==> config.mk <==
export PLATFORM = sky130hd
export DESIGN_NAME = dht11_sample_scheduler
export DESIGN_NICKNAME = d
export VERILOG_FILES = /design/src/rtl/dht11_pkg.sv /design/src/rtl/dht11_ms_tick.sv /design/src/rtl/dht11_sample_scheduler.sv
export SDC_FILE = /design/constraint.sdc
export NUM_CORES = 1
export LEC_CHECK = 0
export ABC_CLOCK_PERIOD_IN_PS = 3700
export CAP_MARGIN = 15
export CORE_MARGIN = 1.5
export CORE_UTILIZATION = 45
export CTS_BUF_LIST = sky130_fd_sc_hd__clkbuf_16
export CTS_CLUSTER_DIAMETER = 30
export DETAILED_ROUTE_END_ITERATION = 7
export PLACE_DENSITY = 0.72
export SLEW_MARGIN = 40
export SYNTH_ARGS = -nofsm -noshare
export SYNTH_HDL_FRONTEND = slang
export SYNTH_SLANG_ARGS = --single-unit
export TNS_END_PERCENT = 100
==> constraint.sdc <==
create_clock -name PCLK -period 3.7 [get_ports PCLK]
set_input_delay 0.555 -clock PCLK [delete_from_list [all_inputs] [get_ports PCLK]]
set_output_delay 0.555 -clock PCLK [all_outputs]
set_load 0.02 [all_outputs]
==> src/rtl/dht11_pkg.sv <==
// Shared types, default timing constants and the frame checksum for the
// DHT11 sample scheduler.
package dht11_pkg;

  localparam int unsigned CLK_PER_US_DEF = 100;
  localparam int unsigned US_PER_MS_DEF  = 1000;
  localparam int unsigned PERIOD_MS_DEF  = 2000;
  localparam int unsigned TIMEOUT_MS_DEF = 30;
  localparam int unsigned MAX_RETRY_DEF  = 2;

  typedef enum logic [2:0] {
    IDLE      = 3'd0,
    TRIG      = 3'd1,
    WAIT_DONE = 3'd2,
    CHECK     = 3'd3,
    GAP       = 3'd4
  } state_t;

  // DHT11 checksum is the byte sum of the four data bytes, wrapping at 8 bits.
  function automatic logic [7:0] dht11_crc(input logic [15:0] hmd, input logic [15:0] tmp);
    return hmd[15:8] + hmd[7:0] + tmp[15:8] + tmp[7:0];
  endfunction

endpackage

==> src/rtl/dht11_ms_tick.sv <==
// Two-stage down-counter divider producing a one-cycle millisecond tick;
// clr restarts the divider so the first tick lands a full ms after it.
module dht11_ms_tick #(
  parameter int unsigned CLK_PER_US = 100,
  parameter int unsigned US_PER_MS  = 1000
) (
  input  logic PCLK,
  input  logic PRESETn,
  input  logic clr,
  output logic tick
);

  localparam int unsigned UW = (CLK_PER_US > 1) ? $clog2(CLK_PER_US) : 1;
  localparam int unsigned MW = (US_PER_MS > 1) ? $clog2(US_PER_MS) : 1;

  logic [UW-1:0] us_cnt;
  logic [MW-1:0] ms_cnt;
  logic          us_tc;

  assign us_tc = (us_cnt == '0);
  assign tick  = us_tc && (ms_cnt == '0);

  always_ff @(posedge PCLK or negedge PRESETn) begin
    if (!PRESETn) begin
      us_cnt <= '0;
      ms_cnt <= '0;
    end else if (clr) begin
      us_cnt <= UW'(CLK_PER_US - 1);
      ms_cnt <= MW'(US_PER_MS - 1);
    end else begin
      us_cnt <= us_tc ? UW'(CLK_PER_US - 1) : us_cnt - 1'b1;
      if (us_tc) begin
        ms_cnt <= (ms_cnt == '0) ? MW'(US_PER_MS - 1) : ms_cnt - 1'b1;
      end
    end
  end

endmodule

==> src/rtl/dht11_sample_scheduler.sv <==
// Paces DHT11 start triggers, validates each frame checksum, keeps the last
// good reading and tracks timeouts, checksum errors and bounded retries.
//
// state     | meaning
// IDLE      | nothing to do until en or a pending request
// TRIG      | one-cycle start_trig, restart ms timers
// WAIT_DONE | wait for done from the controller or the timeout
// CHECK     | compare captured checksum, update outputs or count failure
// GAP       | hold off until PERIOD_MS since the last start_trig
module dht11_sample_scheduler
  import dht11_pkg::*;
#(
  parameter int unsigned CLK_PER_US = CLK_PER_US_DEF,
  parameter int unsigned US_PER_MS  = US_PER_MS_DEF,
  parameter int unsigned PERIOD_MS  = PERIOD_MS_DEF,
  parameter int unsigned TIMEOUT_MS = TIMEOUT_MS_DEF,
  parameter int unsigned MAX_RETRY  = MAX_RETRY_DEF
) (
  input  logic        PCLK,
  input  logic        PRESETn,
  input  logic        en,
  input  logic        req,
  output logic        start_trig,
  input  logic        done,
  input  logic [15:0] hmd,
  input  logic [15:0] tmp,
  input  logic [7:0]  sum,
  output logic [15:0] hmd_o,
  output logic [15:0] tmp_o,
  output logic        valid,
  output logic        new_pulse,
  output logic        err_crc,
  output logic        err_tmo,
  output logic [7:0]  crc_err_cnt,
  output logic [7:0]  tmo_cnt,
  output logic        busy,
  output logic        fail
);

  localparam int unsigned TW = $clog2(TIMEOUT_MS + 1);
  localparam int unsigned PW = $clog2(PERIOD_MS + 1);
  localparam int unsigned RW = (MAX_RETRY > 0) ? $clog2(MAX_RETRY + 1) : 1;

  state_t        state, state_nxt;
  logic          tick, trig, capture, good, bad_crc, tmo, fail_evt;
  logic          pend, retry_pend;
  logic [RW-1:0] retry_cnt;
  logic [TW-1:0] tmo_left;
  logic [PW-1:0] per_left;
  logic [15:0]   cap_hmd, cap_tmp;
  logic [7:0]    cap_sum;

  dht11_ms_tick #(
    .CLK_PER_US(CLK_PER_US),
    .US_PER_MS (US_PER_MS)
  ) u_ms_tick (
    .PCLK   (PCLK),
    .PRESETn(PRESETn),
    .clr    (trig),
    .tick   (tick)
  );

  always_ff @(posedge PCLK or negedge PRESETn) begin
    if (!PRESETn) state <= IDLE;
    else          state <= state_nxt;
  end

  // done is tested before the timeout so a coincident done is accepted.
  always_comb begin
    state_nxt = state;
    trig      = 1'b0;
    capture   = 1'b0;
    good      = 1'b0;
    bad_crc   = 1'b0;
    tmo       = 1'b0;
    case (state)
      IDLE: if (en || pend) state_nxt = TRIG;
      TRIG: begin
        trig      = 1'b1;
        state_nxt = WAIT_DONE;
      end
      WAIT_DONE: begin
        if (done) begin
          capture   = 1'b1;
          state_nxt = CHECK;
        end else if (tmo_left == '0) begin
          tmo       = 1'b1;
          state_nxt = GAP;
        end
      end
      CHECK: begin
        if (cap_sum == dht11_crc(cap_hmd, cap_tmp)) good = 1'b1;
        else                                         bad_crc = 1'b1;
        state_nxt = GAP;
      end
      GAP: if (per_left == '0) state_nxt = (retry_pend || en || pend) ? TRIG : IDLE;
      default: state_nxt = IDLE;
    endcase
  end

  assign start_trig = (state == TRIG);
  assign busy       = (state != IDLE);
  assign fail_evt   = bad_crc | tmo;

  always_ff @(posedge PCLK or negedge PRESETn) begin
    if (!PRESETn) begin
      tmo_left <= '0;
      per_left <= '0;
    end else if (trig) begin
      tmo_left <= TW'(TIMEOUT_MS);
      per_left <= PW'(PERIOD_MS);
    end else if (tick) begin
      if (tmo_left != '0) tmo_left <= tmo_left - 1'b1;
      if (per_left != '0) per_left <= per_left - 1'b1;
    end
  end

  always_ff @(posedge PCLK or negedge PRESETn) begin
    if (!PRESETn) begin
      pend       <= 1'b0;
      retry_pend <= 1'b0;
      retry_cnt  <= '0;
      fail       <= 1'b0;
      cap_hmd    <= '0;
      cap_tmp    <= '0;
      cap_sum    <= '0;
    end else begin
      pend <= req | (pend & ~trig);
      if (trig) retry_pend <= 1'b0;
      if (capture) begin
        cap_hmd <= hmd;
        cap_tmp <= tmp;
        cap_sum <= sum;
      end
      if (good) begin
        retry_cnt <= '0;
        fail      <= 1'b0;
      end else if (fail_evt) begin
        if (retry_cnt < RW'(MAX_RETRY)) begin
          retry_cnt  <= retry_cnt + 1'b1;
          retry_pend <= 1'b1;
        end else begin
          retry_cnt <= '0;
          fail      <= 1'b1;
        end
      end
    end
  end

  always_ff @(posedge PCLK or negedge PRESETn) begin
    if (!PRESETn) begin
      hmd_o       <= '0;
      tmp_o       <= '0;
      valid       <= 1'b0;
      new_pulse   <= 1'b0;
      err_crc     <= 1'b0;
      err_tmo     <= 1'b0;
      crc_err_cnt <= '0;
      tmo_cnt     <= '0;
    end else begin
      new_pulse <= good;
      err_crc   <= bad_crc;
      err_tmo   <= tmo;
      if (good) begin
        hmd_o <= cap_hmd;
        tmp_o <= cap_tmp;
        valid <= 1'b1;
      end
      if (bad_crc && crc_err_cnt != 8'hFF) crc_err_cnt <= crc_err_cnt + 8'd1;
      if (tmo && tmo_cnt != 8'hFF)         tmo_cnt     <= tmo_cnt + 8'd1;
    end
  end

endmodule

# Yosys cells after proc, flatten, opt, wreduce, memory -nomap -nowiden
# Index checks and enable logic that the tools add are counted.
# Widths: inputs -> output; s select.
# totals
ff_bits,133
output_inout_bits,55
in_bits,45
word_cells,106
# classes
magnitude_cmp,1
addsub,10
n_eq_ne,11
reduce_logical,23
bitwise_logic,4
mux,37
# ops
op,count
$mux 11,3
$mux 10,3
$add 8x8->8,3
$mux 1,18
$add 8x1->8 const B,2
$ne 8x8->1 const B,2
$mux 5,3
$pmux 3 s5,1
$mux 7,2
$mux 3,4
$logic_not 11->1,1
$reduce_bool 11->1,1
$sub 11x1->11 const B,1
$logic_not 10->1,1
$reduce_bool 2->1,5
$sub 10x1->10 const B,1
$eq 8x8->1,1
$logic_not 7->1,1
$sub 7x1->7 const B,1
$eq 3x2->1 const B,2
$mux 2,3
$ne 2x2->1 const B,3
$reduce_and 2->1,3
$logic_not 5->1,1
other kinds (15),20

# Longest topological paths before layout
# Gate-level depths: netlist of run 1.
# logic_depth
word_depth,9
depth_mapped,15
ltp_nobuf,13

# Modules after synthesis
# A second synthesis of run 1 with hierarchy kept.
# hier_totals
cells_unflattened,502
hier_area_um2,6221.0
# by_module_without_submodules
module,instances,area_per_inst_um2,cells_each,seq_area_each_um2
dht11_sample_scheduler,1,5350.1,416,2902.8
dht11_ms_tick,1,870.8,86,425.4

# Worst setup path after synthesis of run 1
# OpenSTA, ideal clock, no wires.
# synth_path
path_kind,register to register
from,register cap_hmd[1]
to,register hmd_o[13]
stages_incl_launch_ff,15
period_less_slack_ns,3.882
setup_slack_ns,-0.182
path_buffers,2
arrival_time_ns,3.757
cell_sequence,dfrtp_1 fa_1 inv_1 fa_1 inv_1 ha_1 fa_1 xnor2_1 xnor2_1 nor4_1 nand3_1 nor2_1 buf_2 buf_1 mux2_2
# synth_via
elab_chain_len,6
# synth_lines
item,line_no,text
"start, declared",dht11_sample_scheduler.sv:50,"logic [15:0] cap_hmd, cap_tmp;"
"start signal, assigned",dht11_sample_scheduler.sv:131,cap_hmd <= hmd;
$add 8x8->8 (3 in a row),dht11_pkg.sv:21,return hmd[15:8] + hmd[7:0] + tmp[15:8] + tmp[7:0];
$eq 8x8->1,dht11_sample_scheduler.sv:92,"if (cap_sum == dht11_crc(cap_hmd, cap_tmp)) good = 1'b1;"
$mux 1,dht11_sample_scheduler.sv:92,
$mux 1,dht11_sample_scheduler.sv:76,case (state)
net good,dht11_sample_scheduler.sv:45,"logic tick, trig, capture, good, bad_crc, tmo, fail_evt;"
"end signal, assigned",dht11_sample_scheduler.sv:165,hmd_o <= cap_hmd;
"end, declared",dht11_sample_scheduler.sv:28,"output logic [15:0] hmd_o,"
# The timed path passes the listed nets, and every way through them passes these cells.
# A chain may end at the register's enable or synchronous reset.

# Worst setup path in the final report of run 1
# layout_path
from,register cap_hmd[9]
to,register tmp_o[1]
# layout_via
elab_chain_len,6
# layout_lines
item,line_no,text
$add 8x8->8 (3 in a row),dht11_pkg.sv:21,
$eq 8x8->1,dht11_sample_scheduler.sv:92,
$mux 1,dht11_sample_scheduler.sv:92,
$mux 1,dht11_sample_scheduler.sv:76,
"end signal, assigned",dht11_sample_scheduler.sv:166,tmp_o <= cap_tmp;
"end, declared",dht11_sample_scheduler.sv:29,"output logic [15:0] tmp_o,"
# Every way passes these cells.

==> run summary, run 1 <==
status = finished, violations left
failing checks = setup timing
PD cells = 974 nW/um^2
Post-CTS Hold Buffers = 0
Rows = 42
sum of negative setup slack = -2690 ps
die width = 119 microns
layout cells sized above 1 = 21.8%
synth top area cells = dfrtp_1, mux2_2, xnor2_1, fa_1, ha_1
Pleak = 0.00349 uW
worst r2r src = cap_hmd[9]
critical path cell sequence = fa_1, inv_1, fa_1, inv_1, ha_2, fa_2, nand3_2, nand2_2, xnor2_2, nor4_2, nand3_1, nor2_4, buf_4, buf_16, mux2_2
initial antenna violation count = 0
drc violations = 0
worst vdd ir = 0.754 mV
CP max FO = 6
All-Layer GR Usage = 19.4%
dpl hpwl = 8730 microns
CTS sink cnt = 133
clock skew = 5.93 ps
Cell Area, Synth = 6080 sq um
Hold Vio Cnt, Final = 0
placed insts = 767
Startpoint Class = register
YS warnings = 0
final non-filler cell total = 805
Antenna diodes = 0
Critical Path Stages = 15
Post-Syn Nets = 563
Post-Syn Area per Cell = 12.4 sq um
fin worst setup slack = -113 ps
crit path time final = 3810 ps
Top FF cell, synth = dfrtp_1
fmax = 0.262 GHz
Top delay family on crit path = adder cells
fillers = 1,070
HP Class = primary input to async pin
core area = 13,200 sq um
Ports = 100
Setup WS pre-CTS = -134 ps
critical path arrival = 4110 ps
CP endpoint kind = register
die height = 119 microns
crit path kind = register to register
WL final = 12,600 microns
RSZ-0062 raised after global routing = true
register bit total from synthesis = 133
largest net degree at the start of global routing = 51
CP Data Required Time = 3990 ps
Max clock buf depth = 2
final setup violation count = 32
Post-DP Area = 7370 sq um
die area = 14,200 sq um
antenna-violating nets left = 0
Area Overhead vs Synth = 32.3%
drt first pass iters = 4
Worst R2R Setup Slack = -110 ps
max incr delay on CP = 540 ps
R2R depth = 15
Starting DRT DRC Count = 194
max cap viols = 0
vias in the first global route = 4,445
Initial Util = 45.9%
Buffers on Ports = 99
Final Util = 60.8%
buffer and inverter count on the worst path = 4
TritonCTS Buffers = 17
reg2reg end = tmp_o[1]
Post-Synthesis Cells = 490
Seq/Total Area, Yosys = 54.7%
Yosys top cell by area = dfrtp_1
Slew Limit Headroom = 49.7%
Final Net Count = 692
Root Driver = clkbuf_16
Tightest Pin Transition = 747 ps
CTS tree = done
vias = 4,037
DR vias/cell = 5.01
CP max-delay cell = fa_1
Post-synth EDFFs = 0
Routed wire per std cell = 15.7 microns
global route overflow = 0
H-tree levels = 4
Synth top area share = 54.7%
Worst-path clk slew = 50 ps
first-pass GRT wire length = 21,600 microns
Synth cell types = 46
Clock Latency Late Sink = 410 ps
design area = 8050 sq um
Max Slew Vio Count = 0
period utilization = 103%
GPL Wtd Cong = 0.752
FFs w/ async S/R, synth = 100%
## flip-flops by register name (all words and copies together) (netlist names), 2 cells and up
| register | cells |
|---|---|
| tmp_o | 16 |
| cap_hmd | 16 |
| u_ms_tick.us_cnt | 7 |
| cap_tmp | 16 |
| tmo_cnt | 8 |
| tmo_left | 5 |
| state | 3 |
| u_ms_tick.ms_cnt | 10 |
| per_left | 11 |
| cap_sum | 8 |
| crc_err_cnt | 8 |
| retry_cnt | 2 |
| hmd_o | 16 |
## routing by layer
metal | GRT usage (%) | wire length, microns | vias up
met5 | 0 | 0 | -
met4 | 6.48 | 115 | 0
met3 | 6.03 | 662 | 10
met2 | 32.0 | 6160 | 85
met1 | 24.4 | 5670 | 2013
li1 | - | - | 1929
## synthesized netlist by cell type (all sizes together), types with 3 or more instances
library cell	count
or3	6
nand4	7
buf	4
ha	14
o21ai	12
fa	14
nand2b	4
nor3	9
nor2	25
nand3	12
nand2	41
xor2	12
nor4	6
nor2b	4
mux2	69
or4	4
a211oi	3
o31ai	3
a21oi	8
or2	3
clkbuf	9
dfrtp	133
inv	25
xnor2	41
and3	3
## stage by stage
stage,hold slack [ps],total power (uW)
after detailed placement,447,6150
after global placement,440,6060
final,161,7840
after CTS,178,7800
after floorplan,259,5090
after global routing,210,8440
## power breakdown
| group | leakage (uW) | internal, uW | switching (uW) | total [uW] |
|---|---|---|---|---|
| Sequential | 0.00164 | 1900 | 375 | 2270 |
| Combinational | 0.00159 | 2130 | 2040 | 4170 |
| Clock | 0.000251 | 818 | 579 | 1400 |
## worst register-to-register path, stage by stage (launching register included)
cell and delay, ps:
dfrtp_1 390, fa_1 540, inv_1 50, fa_1 480, inv_1 50, ha_2 200
fa_2 400, nand3_2 80, nand2_2 80, xnor2_2 140, nor4_2 310, nand3_1 190
nor2_4 190, buf_4 160, buf_16 120, mux2_2 320
## what timing repair did
| item | in CTS | in global routing |
|---|---|---|
| endpoints found under the setup margin | 33 | 41 |
| pin swaps | 8 | 1 |
| endpoints found under the hold margin | 0 | 0 |
| gates resized for setup | 25 | 2 |
| setup buffers | 8 | 1 |
| cloned | 2 | 0 |
## placed cells by master (no fill, tap or decap), types with 5 or more instances in the layout
cell / n
nor4_1: 5
o21ai_0: 12
nand2_1: 40
clkdlybuf4s50_1: 98
nand3_1: 11
inv_1: 29
fa_1: 13
nor2_1: 23
clkbuf_16: 17
xnor2_1: 39
a21oi_1: 7
nand4_1: 7
mux2_2: 58
buf_4: 20
dfrtp_1: 133
ha_1: 13
xor2_1: 12
nor3_1: 9
mux2_4: 11
## logic make-up after synthesis
logic type	Yosys count	synth area share (%)
flip-flops	133	54.7
AND/OR/NAND/NOR	132	11.1
multiplexers	70	12.9
XOR/XNOR	53	7.63
buffers and inverters	38	2.39
AO/OA/AOI/OAI	36	3.76
adder cells (fa/ha/maj)	28	7.49
## area by class of cell
cell class	count	area, sq um	area share [%]
clock buffers	17	425	5.28
flip-flops and latches	133	3330	41.3
well taps	176	220	2.74
inverters	25	93.8	1.17
multi-input cells	319	2700	33.6
repair buffers	123	1230	15.2
clock inverters	12	53.8	0.668
## worst max-delay path by stage
stage / from / to
floorplan: cap_hmd[1] / hmd_o[13]
global placement: cap_hmd[1] / tmp_o[0]
detailed placement: cap_hmd[1] / tmp_o[0]
CTS: cap_hmd[9] / tmp_o[1]
global route: cap_hmd[9] / tmp_o[2]
finish: cap_hmd[9] / tmp_o[1]
No activity file was read; power rests on OpenSTA's default activity.
==> inputs of run 2 (changes only) <==
--- a/config.mk
+++ b/config.mk
@@ -8,11 +8,11 @@
 export ABC_CLOCK_PERIOD_IN_PS = 3700
 export CAP_MARGIN = 15
 export CORE_MARGIN = 1.5
-export CORE_UTILIZATION = 45
+export CORE_UTILIZATION = 48
 export CTS_BUF_LIST = sky130_fd_sc_hd__clkbuf_16
 export CTS_CLUSTER_DIAMETER = 30
 export DETAILED_ROUTE_END_ITERATION = 7
-export PLACE_DENSITY = 0.72
+export PLACE_DENSITY = 0.76
 export SLEW_MARGIN = 40
 export SYNTH_ARGS = -nofsm -noshare
 export SYNTH_HDL_FRONTEND = slang
==> run summary, run 2 (synthesis results as in run 1) <==
status = finished, violations left
failing checks = setup timing
fillers = 880 (-18%)
Worst R2R Setup Slack = -140 ps (-30 ps)
Max Slew Vio Count = 0 (unchanged)
Buffers on Ports = 99 (unchanged)
Root Driver = clkbuf_16
die area = 13,400 sq um (-6.1%)
Startpoint Class = register
HP Class = primary input to async pin
Post-CTS Hold Buffers = 0 (unchanged)
first-pass GRT wire length = 22,400 microns (+3.5%)
CTS tree = done
Starting DRT DRC Count = 166 (-14%)
reg2reg end = tmp_o[10]
final setup violation count = 32 (unchanged)
most common cell after layout, fill and taps aside = dfrtp_1
period utilization = 104% (+0.84 points)
max cap viols = 0 (unchanged)
Clock Latency Late Sink = 430 ps (+20 ps)
TritonCTS Buffers = 17 (unchanged)
Setup WS pre-CTS = -135 ps (-0.772 ps)
die height = 116 microns (-3.1%)
CP max FO = 6 (unchanged)
Area Overhead vs Synth = 36.6%
largest net degree at the start of global routing = 93 (+82%)
Rows = 40 (-4.8%)
Hold Vio Cnt, Final = 0 (unchanged)
Multi-input gate area = 2750 sq um (+1.8%)
CP Data Required Time = 4010 ps (+20 ps)
R2R depth = 16 (+1)
fin worst setup slack = -144 ps (-31.2 ps)
Worst-path clk slew = 60 ps (about the same)
Antenna diodes = 0 (unchanged)
vias = 4,105 (+1.7%)
commonest cells after routing, fill and taps aside = dfrtp_1, clkdlybuf4s50_1, mux2_2
clock skew = 8.83 ps (+2.90 ps)
Pleak = 0.00357 uW (+2.5%)
Initial Util = 50.0% (+4.1 points)
sequential standard cell area = 3330 sq um (unchanged)
PD cells = 1010 nW/um^2 (+3.6%)
Tightest Pin Transition = 790 ps (+43.1 ps)
GPL Wtd Cong = 0.777 (+3.4%)
die width = 116 microns (-3.1%)
Final Util = 68.3% (+7.5 points)
critical path arrival = 4150 ps (+40 ps)
CTS sink cnt = 133 (unchanged)
final hold slack = 190 ps (+28.5 ps)
worst vdd ir = 0.712 mV (-5.5%)
All-Layer GR Usage = 22.1% (+2.6 points)
worst r2r src = cap_tmp[1]
CP endpoint kind = register
fmax = 0.260 GHz (-0.81%)
drt first pass iters = 4 (unchanged)
Final Net Count = 690 (-0.29%)
RSZ-0062 raised after global routing = true
dpl hpwl = 8710 microns (-0.24%)
Max clock buf depth = 2 (unchanged)
layout cells sized above 1 = 22.9% (+1.1 points)
initial antenna violation count = 0 (unchanged)
crit path time final = 3840 ps (+31.2 ps)
Ports = 100 (unchanged)
antenna-violating nets left = 0 (unchanged)
Slew Limit Headroom = 46.8% (-2.9 points)
vias in the first global route = 4,465 (+0.45%)
crit path kind = register to register
Routed wire per std cell = 16.5 microns (+5.3%)
DR vias/cell = 5.14 (+2.6%)
H-tree levels = 4 (unchanged)
drc violations = 0 (unchanged)
core area = 12,200 sq um (-8.2%)
global route overflow = 0 (unchanged)
WL final = 13,200 microns (+4.4%)
run 2: worst max-delay path by stage:
stage,start,to,depth (start not counted)
finish,cap_tmp[1],tmp_o[10],16
detailed placement,cap_hmd[1],tmp_o[4],13
global placement,cap_hmd[1],tmp_o[8],13
CTS,cap_tmp[1],tmp_o[4],16
global route,cap_tmp[1],tmp_o[10],16
floorplan,cap_hmd[1],hmd_o[13],14
run 2: cell type report:
type / count / share of cell area [%]
Tap cell: 168 / 2.53
Inverter: 25 / 1.13
Sequential cell: 133 / 40.0
Multi-Input combinational cell: 319 / 33.1
Clock buffer: 17 / 5.12
Clock inverter: 15 / 2.83
Timing Repair Buffer: 121 / 15.3
run 2: through the flow:
step	instance area, sq um	std cells	setup TNS (ps)	power [uW]
2_1_floorplan	6100	490	0	5090
3_3_place_gp	7360	756	-2300	6030
3_5_place_dp	7370	756	-3840	6150
4_1_cts	8320	800	-3580	8370
5_1_grt	8310	798	-10600	8990
6_report	8310	798	-2710	8380
run 2: metal layers:
layer / track usage, % / vias to the layer above / wire length (microns)
met2: 37.0 / 90 / 6580
met5: 0 / - / 0
met4: 6.58 / 0 / 205
met1: 26.7 / 2069 / 5630
li1: - / 1928 / -
met3: 8.26 / 18 / 750
run 2: worst max-delay path, stage by stage, from the launching register on:
cell,delay [ps]
dfrtp_1,400
fa_1,560
inv_2,40
fa_1,470
inv_1,40
ha_2,190
fa_2,390
nand3_2,80
nand2_2,80
xnor2_2,150
nor4_2,300
nand3_1,190
nor2_4,160
buf_6,120
buf_12,110
buf_16,130
mux2_4,300
run 2: repair_timing:
item / 4_1_cts / 5_1_grt
setup endpoints to repair: 33 / 46
gates cloned: 3 / 0
resized for setup: 38 / 2
pin swaps: 8 / 2
buffers inserted: 10 / 2
run 2: power by group:
part           switching, uW  total (uW)  internal [uW]
Sequential               386        2280           1900
Clock                    628        1880           1250
Combinational           2020        4220           2200
